[config.mk]
export PLATFORM = sky130hd
export DESIGN_NAME = fofb_setpoint_capture_flat
export DESIGN_NICKNAME = d
export VERILOG_FILES = /design/src/rtl/fofb_setpoint_capture_if.sv /design/src/rtl/fofb_setpoint_capture.sv /design/src/flat_wrapper.sv
export SDC_FILE = /design/constraint.sdc
export NUM_CORES = 2
export LEC_CHECK = 0
export ABC_AREA = 1
export ABC_CLOCK_PERIOD_IN_PS = 12700
export BUFFER_PORTS_ARGS = -buffer_cell sky130_fd_sc_hd__buf_2
export CORE_MARGIN = 3
export CORE_UTILIZATION = 30
export CTS_CLUSTER_DIAMETER = 80
export DETAILED_ROUTE_END_ITERATION = 6
export PLACE_DENSITY = 0.52
export RECOVER_POWER = 100
export SYNTH_ARGS = -nofsm -noshare
export SYNTH_HDL_FRONTEND = slang
export SYNTH_SLANG_ARGS = --single-unit
[constraint.sdc]
create_clock -name clk -period 12.7 [get_ports clk]
set_input_delay 2.54 -clock clk [delete_from_list [all_inputs] [get_ports clk]]
set_output_delay 2.54 -clock clk [all_outputs]
set_load 0.01 [all_outputs]
[src/rtl/fofb_setpoint_capture_if.sv]
// Setpoint AXI stream from fofbDSP. There is no TREADY, so every valid beat is taken.
interface fofb_setpoint_capture_if;
  logic        tvalid;
  logic        tlast;
  logic [31:0] tdata;

  modport master (output tvalid, tlast, tdata);
  modport slave  (input  tvalid, tlast, tdata);
endinterface

[src/rtl/fofb_setpoint_capture.sv]
// Captures per-FA-cycle setpoint frames into a double-buffered bank, validates length and timing,
// and exposes the last good frame plus frame/error/latency counters.
module fofb_setpoint_capture #(
  parameter int RESULT_COUNT   = 24,
  parameter int ADDR_WIDTH     = 5,
  parameter int TIMEOUT_CYCLES = 10000
) (
  input  logic                    clk,
  input  logic                    rst,
  input  logic                    fa_strobe,
  fofb_setpoint_capture_if.slave  setpoint,
  input  logic [ADDR_WIDTH-1:0]   read_address,
  output logic [31:0]             read_data,
  output logic                    frame_valid,
  output logic [31:0]             frame_count,
  output logic [15:0]             error_count,
  output logic [15:0]             latency,
  output logic                    status_strobe,
  output logic [2:0]              status_code,
  output logic                    busy
);
  // state     | meaning
  // IDLE      | waiting for a strobe
  // ARMED     | strobe seen, no beat yet
  // RECEIVING | at least one beat of the frame received
  // DRAIN     | discarding beats until TLAST

  localparam int TW = (TIMEOUT_CYCLES > 1) ? $clog2(TIMEOUT_CYCLES) : 1;
  localparam logic [ADDR_WIDTH-1:0] LAST_IDX = ADDR_WIDTH'(RESULT_COUNT - 1);
  localparam logic [TW-1:0]         TMR_LOAD = TW'(TIMEOUT_CYCLES - 1);

  localparam logic [2:0] C_OK      = 3'd0;
  localparam logic [2:0] C_SHORT   = 3'd1;
  localparam logic [2:0] C_LONG    = 3'd2;
  localparam logic [2:0] C_TIMEOUT = 3'd3;
  localparam logic [2:0] C_UNSOL   = 3'd4;
  localparam logic [2:0] C_OVERRUN = 3'd5;

  typedef enum logic [1:0] {IDLE, ARMED, RECEIVING, DRAIN} state_t;

  state_t                state;
  logic [ADDR_WIDTH-1:0] w_idx;
  logic [TW-1:0]         tmr;
  logic [15:0]           lat_cnt;
  logic                  bank_sel;
  logic [31:0]           bank [2][RESULT_COUNT];

  logic                  beat;
  logic                  active;
  logic                  tmr_done;
  logic                  wr_en;
  logic [ADDR_WIDTH-1:0] wr_idx;

  assign beat     = setpoint.tvalid;
  assign active   = (state == ARMED) || (state == RECEIVING);
  assign tmr_done = (tmr == '0);
  assign wr_en    = beat && (fa_strobe || active);
  assign wr_idx   = fa_strobe ? '0 : w_idx;
  assign busy     = active;

  // Shadow bank is the one not being read; contents are masked by frame_valid, not reset.
  always_ff @(posedge clk) begin
    if (wr_en) bank[~bank_sel][wr_idx] <= setpoint.tdata;
  end

  always_ff @(posedge clk or posedge rst) begin
    if (rst) begin
      state         <= IDLE;
      w_idx         <= '0;
      tmr           <= '0;
      lat_cnt       <= '0;
      bank_sel      <= 1'b0;
      frame_valid   <= 1'b0;
      frame_count   <= '0;
      latency       <= '0;
      status_strobe <= 1'b0;
      status_code   <= C_OK;
    end else begin
      status_strobe <= 1'b0;
      if (lat_cnt != 16'hFFFF) lat_cnt <= lat_cnt + 16'd1;
      if (!tmr_done) tmr <= tmr - 1'b1;

      if (fa_strobe) begin
        state   <= ARMED;
        w_idx   <= '0;
        tmr     <= TMR_LOAD;
        lat_cnt <= '0;
        if (state != IDLE) begin
          status_strobe <= 1'b1;
          status_code   <= C_OVERRUN;
        end
        // A beat on the strobe edge is word 0 of the new frame; TLAST on it makes the frame short.
        if (beat) begin
          w_idx <= ADDR_WIDTH'(1);
          state <= RECEIVING;
          if (setpoint.tlast) begin
            state <= IDLE;
            if (state == IDLE) begin
              status_strobe <= 1'b1;
              status_code   <= C_SHORT;
            end
          end
        end
      end else begin
        unique case (state)
          IDLE: begin
            if (beat) begin
              status_strobe <= 1'b1;
              status_code   <= C_UNSOL;
              tmr           <= TMR_LOAD;
              if (!setpoint.tlast) state <= DRAIN;
            end
          end
          ARMED, RECEIVING: begin
            if (tmr_done) begin
              status_strobe <= 1'b1;
              status_code   <= C_TIMEOUT;
              state         <= IDLE;
            end else if (beat) begin
              if (setpoint.tlast) begin
                state         <= IDLE;
                status_strobe <= 1'b1;
                if (w_idx == LAST_IDX) begin
                  status_code <= C_OK;
                  bank_sel    <= ~bank_sel;
                  frame_valid <= 1'b1;
                  frame_count <= frame_count + 32'd1;
                  latency     <= (lat_cnt == 16'hFFFF) ? lat_cnt : lat_cnt + 16'd1;
                end else begin
                  status_code <= C_SHORT;
                end
              end else if (w_idx == LAST_IDX) begin
                status_strobe <= 1'b1;
                status_code   <= C_LONG;
                state         <= DRAIN;
              end else begin
                w_idx <= w_idx + 1'b1;
                state <= RECEIVING;
              end
            end
          end
          DRAIN: begin
            if (beat && setpoint.tlast) begin
              state <= IDLE;
            end else if (tmr_done) begin
              status_strobe <= 1'b1;
              status_code   <= C_TIMEOUT;
              state         <= IDLE;
            end
          end
          default: state <= IDLE;
        endcase
      end
    end
  end

  // Errors are counted from the registered outcome, one cycle behind the status pulse.
  always_ff @(posedge clk or posedge rst) begin
    if (rst) begin
      error_count <= '0;
    end else if (status_strobe && (status_code != C_OK) && (error_count != 16'hFFFF)) begin
      error_count <= error_count + 16'd1;
    end
  end

  always_ff @(posedge clk or posedge rst) begin
    if (rst) begin
      read_data <= '0;
    end else if (!frame_valid ||
                 ({{(32-ADDR_WIDTH){1'b0}}, read_address} >= 32'(RESULT_COUNT))) begin
      read_data <= '0;
    end else begin
      read_data <= bank[bank_sel][read_address];
    end
  end
endmodule

[src/flat_wrapper.sv]
// flat-port wrapper written by rule: the top's interface ports become plain ports
module fofb_setpoint_capture_flat 
#(
  parameter int RESULT_COUNT   = 24,
  parameter int ADDR_WIDTH     = 5,
  parameter int TIMEOUT_CYCLES = 10000
)
  (clk, rst, fa_strobe, read_address, read_data, frame_valid, frame_count, error_count, latency, status_strobe, status_code, busy, setpoint_tvalid, setpoint_tlast, setpoint_tdata);
  fofb_setpoint_capture_if setpoint_i ();
  input  logic clk;
  input  logic rst;
  input  logic fa_strobe;
  input  logic [ADDR_WIDTH-1:0] read_address;
  output logic [31:0] read_data;
  output logic frame_valid;
  output logic [31:0] frame_count;
  output logic [15:0] error_count;
  output logic [15:0] latency;
  output logic status_strobe;
  output logic [2:0] status_code;
  output logic busy;
  input wire logic [$bits(setpoint_i.tvalid)-1:0] setpoint_tvalid;
  input wire logic [$bits(setpoint_i.tlast)-1:0] setpoint_tlast;
  input wire logic [$bits(setpoint_i.tdata)-1:0] setpoint_tdata;
  assign setpoint_i.tvalid = setpoint_tvalid;
  assign setpoint_i.tlast = setpoint_tlast;
  assign setpoint_i.tdata = setpoint_tdata;
  fofb_setpoint_capture #(.RESULT_COUNT(RESULT_COUNT), .ADDR_WIDTH(ADDR_WIDTH), .TIMEOUT_CYCLES(TIMEOUT_CYCLES)) u_core (.clk(clk), .rst(rst), .fa_strobe(fa_strobe), .setpoint(setpoint_i), .read_address(read_address), .read_data(read_data), .frame_valid(frame_valid), .frame_count(frame_count), .error_count(error_count), .latency(latency), .status_strobe(status_strobe), .status_code(status_code), .busy(busy));
endmodule
## Yosys cells after proc, flatten, opt, wreduce, memory -nomap -nowiden

Memories as Yosys holds them, arrays and structs flattened.
Cells that the tools add are included.

- $add $sub $neg: 5
- Magnitude comparators: 4
- Eq/ne operators: 17
- Muxes and demuxes: 62
- Bitwise gates (word level): 5
- Reduce and logical (&&, ||, !) cells: 21

Operators with widths:

| kind | count |
|---|---|
| 2-to-1 mux 768 bit | 1 |
| binary-select mux 32 bit (select 5 bit) | 1 |
| demux 32 bit (select 5 bit) | 1 |
| 2-to-1 mux 32 bit | 4 |
| 2-to-1 mux 14 bit | 4 |
| 2-to-1 mux 16 bit | 3 |
| 2-to-1 mux 3 bit | 12 |
| 2-to-1 mux 5 bit | 7 |
| adder 16 x 1 -> 16 bit (second input constant) | 2 |
| adder 32 x 1 -> 32 bit (second input constant) | 1 |
| inequality test 16 bit (second input constant) | 2 |
| 2-to-1 mux 2 bit | 10 |
| equality test 16 bit (second input constant) | 1 |
| 2-to-1 mux 1 bit | 16 |
| logical NOT 14 bit | 1 |
| subtractor 14 x 1 -> 14 bit (second input constant) | 1 |
| >= comparator 6 bit (second input constant) | 2 |
| inverter 5 -> 6 bit | 2 |
| AND reduction 5 bit | 2 |
| inequality test 3 bit (second input constant) | 3 |
| case mux 3 bit (3 select lines) | 1 |
| nonzero test 2 bit | 4 |
| < comparator 6 x 1 -> 1 bit (second input constant) | 1 |
| inequality test 2 bit (second input constant) | 3 |
| other kinds (20) | 29 |

- Bits in registers: 139
- RAM bits: 1,536
- Output and inout bits: 102
- Word-level logic and storage cells: 127
- Memories kept: 1

Memory list:

| memory | depth | width | rd ports | clocked after Yosys merged registers in | write ports | RTL line | text |
|---|---|---|---|---|---|---|---|
| u_core.bank | 2 | 768 | 1 | 0 | 1 | fofb_setpoint_capture.sv:46 | `logic [31:0] bank [2][RESULT_COUNT];` |

## Depth between registers and ports, before layout

- Word-level depth: 7
- Gate-level depth with buffers: 12
- Mapped depth without buffers: 11

## Least setup slack after synthesis

No wires, ideal clock.

- Path kind: input to register
- From: in fa_strobe
- To: mem u_core.bank[0][160] (netlist bit), enable pin
- Setup time: 421 ps
- Data arrival time: 4,985 ps
- Required time: 12,279 ps
- Slack: 7,294 ps
- Cell stages on the path: 5
- Buffers on the path: 2
- Cells stage by stage: buf_2 clkbuf_1 nor4_1 nand2_1 nor2_1

- Word-level cells in the longest chain between the ends: 7
- Elaborated cells between the ends (all ways): 11

Ends and longest elaborated chain:

| item | RTL line | text |
|---|---|---|
| start, declared | flat_wrapper.sv:12 | `input logic fa_strobe;` |
| 2-to-1 mux 5 bit | fofb_setpoint_capture.sv:58 | `assign wr_idx = fa_strobe ? '0 : w_idx;` |
| inverter 5 -> 6 bit | fofb_setpoint_capture.sv:63 | `if (wr_en) bank[~bank_sel][wr_idx] <= setpoint.tdata;` |
| >= comparator 6 bit (not written as such) / < comparator 6 x 1 -> 1 bit (equally long branches) | fofb_setpoint_capture.sv:63 |  |
| logical AND 1 bit (not written as such) | fofb_setpoint_capture.sv:63 |  |
| 2-to-1 mux 32 bit (not written as such) | fofb_setpoint_capture.sv:63 |  |
| demux 32 bit (select 5 bit) | fofb_setpoint_capture.sv:63 |  |
| 2-to-1 mux 768 bit (not written as such) (*) | fofb_setpoint_capture.sv:63 |  |
| end, declared | fofb_setpoint_capture.sv:46 |  |

Every way passes the cells marked *; elsewhere a longest branch is shown, timed or not.

## Final worst setup path

- From: in read_address[1]
- To: reg u_core.read_data[21]

- Word-level cells in the longest chain between the ends: 5
- Elaborated cells between the ends (all ways): 7

Ends and longest elaborated chain:

| item | RTL line | text |
|---|---|---|
| start, declared | flat_wrapper.sv:13 | `input logic [ADDR_WIDTH-1:0] read_address;` |
| inverter 5 -> 6 bit (not written as such) | fofb_setpoint_capture.sv:173 | `read_data <= bank[bank_sel][read_address];` |
| binary-select mux 32 bit (select 5 bit) | fofb_setpoint_capture.sv:173 |  |
| 2-to-1 mux 32 bit (not written as such) (2 in a row) | fofb_setpoint_capture.sv:173 |  |
| 2-to-1 mux 32 bit (*) | fofb_setpoint_capture.sv:169 | `end else if (!frame_valid \|\|` |
| end signal, assigned | fofb_setpoint_capture.sv:173 |  |
| end, declared | fofb_setpoint_capture.sv:13 | `output logic [31:0] read_data,` |

Every way passes the cells marked *; elsewhere a longest branch is shown, timed or not. The select of a mux whose other input is x is not followed.
A chain may end at the register's enable or synchronous reset.

==> impl_metrics.toml <==
[status]
outcome = "complete, but fails checks"
failed_checks = "capacitance limit, slew limit"

[grt]
grt_usage_pct = 16.84
grt_pass1_wl_um = 297600
overflow = 0
antenna_found_initial = 20
grt_max_degree = 190
grt_pass1_vias = 43339

[timing]
fmax_mhz = 119.5
finalSetupViolCount = 0
maxSlewViolCount = 3265
worstMarginPinSlew_ns = 4.557
setup_tns_ns = 0
maxSlewHeadroom_pct = -205.5
timing.final.crit_period_ns = 8.371
hold_violations = 0
rsz0062_at_grt = "no"
skew_ns = 0.03336
fin_ws_ns = 4.329
finalCritPeriodShare_pct = 65.91

[finish]
num-fill-cells = 22600
final_common_cell = "nand2_1"
nNetsFinal = 5994
final_util_pct = 34.00
drive_above_1_share_pct = 5.177
syn_to_final_growth_pct = 12.62
layout_common_cells = "1600 x nand2_1, 1536 x edfxtp_1, 977 x nand3_1"

[detailed_routing]
ant_nets = 0
drt_pre_antenna_iters = 6
vias = 45123
drtIter0Drc = 4660
drc = 0
wl_um = 203300
via_per_inst = 4.957
wl_per_cell_um = 22.34

[min_path]
min_from = "u_core.tmr[0]"
hold_class = "reg2reg"
min_to = "u_core.tmr[0]"
min_path_cells = 2

[floorplan]
die_h_um = 484.7
die_area_mm2 = 0.2349
start_util_pct = 30.19
core_area_mm2 = 0.2277
die_w_um = 484.7
pin_count = 144
num_rows = 175

[clocking]
cts-root-buf = "clkbuf_16"
post_cts_buffers = 0
cts_hold_buf = 0
cts_resized = 0
cts_tree = "yes"
clkTransAtPathRegs_ns = 0.06
clockBufferDepth = 3
clock_latency_ns = 0.82
clock-sinks = 1675
htree_num_levels = 4
cts_buffers = 181

[yosys]
synth_compound_area_share_pct = 3.950
syn_area_per_cell_um2 = 11.68
syn_nets = 5934
yosysTopAreaCellShare_pct = 67.10
synthMuxAreaShare_pct = 0
synthXorXnorAreaFrac_pct = 0.8409
synth_simple_gate_area_share_pct = 19.26
synth_area_mm2 = 0.06874
synth_fa_ha_area_share_pct = 0.1456
synth_top_family_by_area = "simple AND/OR/NAND/NOR gates"
yosysWarnings = 0
synth.area.top_cells = "edfxtp_1 67%, nand2_1 8.7%, nand3_1 7.1%"
synth-seq-area-share_pct = 72.16
synthDistinctLibCells = 38
yosysTopAreaCell = "edfxtp_1"
ys_ff_latch = 1675
syn_inst = 5884

[critical_path]
r2r-start = "u_core.state[0]"
rr_endpoint = "u_core.bank[0][690]"
cp.arrival_ns = 9.04
worst_setup_path_end_kind = "flip-flop"
setup.worst_path.start_class = "primary input"
crit_path_max_fanout = 65
critPathSlowestCell = "clkbuf_1"
cp.required_ns = 13.36
path_cells = "clkbuf_1 > inv_8 > clkbuf_1 > buf_4 > o211ai_1 > nand3_1 > nand2_1 > nand2_1 > a21oi_1"
slowest_delay_ns = 2.59
reg2regPathDepth = 8
criticalPathCategory = "in2reg"
rrSetupSlack_ns = 7.37

[power_and_ir_drop]
leakagePower_uw = 0.02681
peakVddDrop_mv = 0.1113
pwr_density_cell_mw_per_mm2 = 152.0

[run]
cap_viol_max_count = 89

[place]
gp_congestion = 0.8245
port_buffers = 143
dpl_worst_slack_ns = 6.829
dpl.hpwl_um = 107600
==> cells by family after synthesis <==
family,after synthesis
xor gates and xnor gates,66
adders and majority gates,8
and+or+nand+nor,3172
buffers and inverters,475
AOI/OAI and AO/OA,488
DFF,1675
==> flip-flops by register name (all words and copies together), names as in the netlist <==
signal and cells:
u_core.tmr 14, u_core.status_code 3, u_core.state 2, u_core.latency 16
u_core.error_count 16, u_core.lat_cnt 16, u_core.status_strobe 1, u_core.w_idx 5
u_core.read_data 32, u_core.bank 1536, u_core.frame_valid 1, u_core.frame_count 32
u_core.bank_sel 1
==> synthesized netlist by cell type <==
library cell	instances
o21ai_0	184
a31oi_1	2
xor2_1	51
inv_2	4
a21oi_1	72
o2111ai_1	1
nand4_1	11
nor3_1	28
clkbuf_1	124
buf_4	33
buf_2	84
buf_6	60
or2_0	1
buf_12	2
ha_1	8
nor3_2	2
nand3_2	1
nor2_2	1
dfrtp_1	139
nor2_1	543
clkinv_1	4
xnor2_1	15
o31ai_1	2
o22ai_1	1
buf_1	52
o21ai_1	123
nand3b_1	1
nand2_1	1600
or2_2	2
nor4_1	5
nand3_1	977
a21oi_2	1
o211ai_1	97
o21a_1	4
buf_8	1
o311ai_0	1
inv_1	111
edfxtp_1	1536
==> power breakdown <==
| part | internal, uW | switching (uW) |
|---|---|---|
| Combinational | 128 | 442 |
| Sequential | 6100 | 31.8 |
| Clock | 2920 | 2150 |
| Total | 9150 | 2620 |
==> per-layer routing <==
layer / vias up / track usage [%] / wire length (um)
li1: 20739 / - / -
met1: 22456 / 22.82 / 87650
met5: - / 0 / 38
met4: 6 / 5.870 / 6194
met2: 1586 / 27.23 / 96100
met3: 336 / 2.947 / 13330
==> worst max-delay path, delay by kind of cell <==
kind / cells / cell delay [ns]
and+or+nand+nor: 3 / 0.38
AOI/OAI and AO/OA: 2 / 0.32
buffers and inverters: 4 / 5.59
==> cell type report <==
type	instances	area (um^2)	area share [%]
Multi-Input combinational cell	3734	16800	21.71
Timing Repair Buffer	233	1119	1.445
Antenna cell	8	20.02	0.02586
Inverter	119	473.0	0.6109
Tap cell	3009	3765	4.863
Sequential cell	1675	49610	64.08
Clock inverter	62	596.8	0.7710
Clock buffer	262	5029	6.496
==> metrics by stage <==
step / instance area [um^2] / hold slack [ns] / std cells / total power (uW)
after global placement: 72360 / 0.4651 / 8770 / 6808
final: 77410 / 0.4849 / 9102 / 11770
after detailed placement: 72360 / 0.4784 / 8770 / 6813
after floorplan: 68740 / 0.4521 / 5884 / 6533
after CTS: 77980 / 0.4912 / 9094 / 11870
after global routing: 77410 / 0.5076 / 9099 / 12150
==> worst max-delay path by stage <==
stage	start	to	slack, ns	cells past startpoint
after floorplan	rst	u_core.bank_sel	6.44	1
after CTS	read_address[0]	u_core.read_data[19]	7.72	10
after global routing	read_address[1]	u_core.read_data[14]	4.05	10
after detailed placement	read_address[0]	u_core.read_data[19]	6.83	10
final	read_address[1]	u_core.read_data[21]	4.33	9
after global placement	read_address[0]	u_core.read_data[19]	6.82	10
Power figures use the tool's default switching activity.
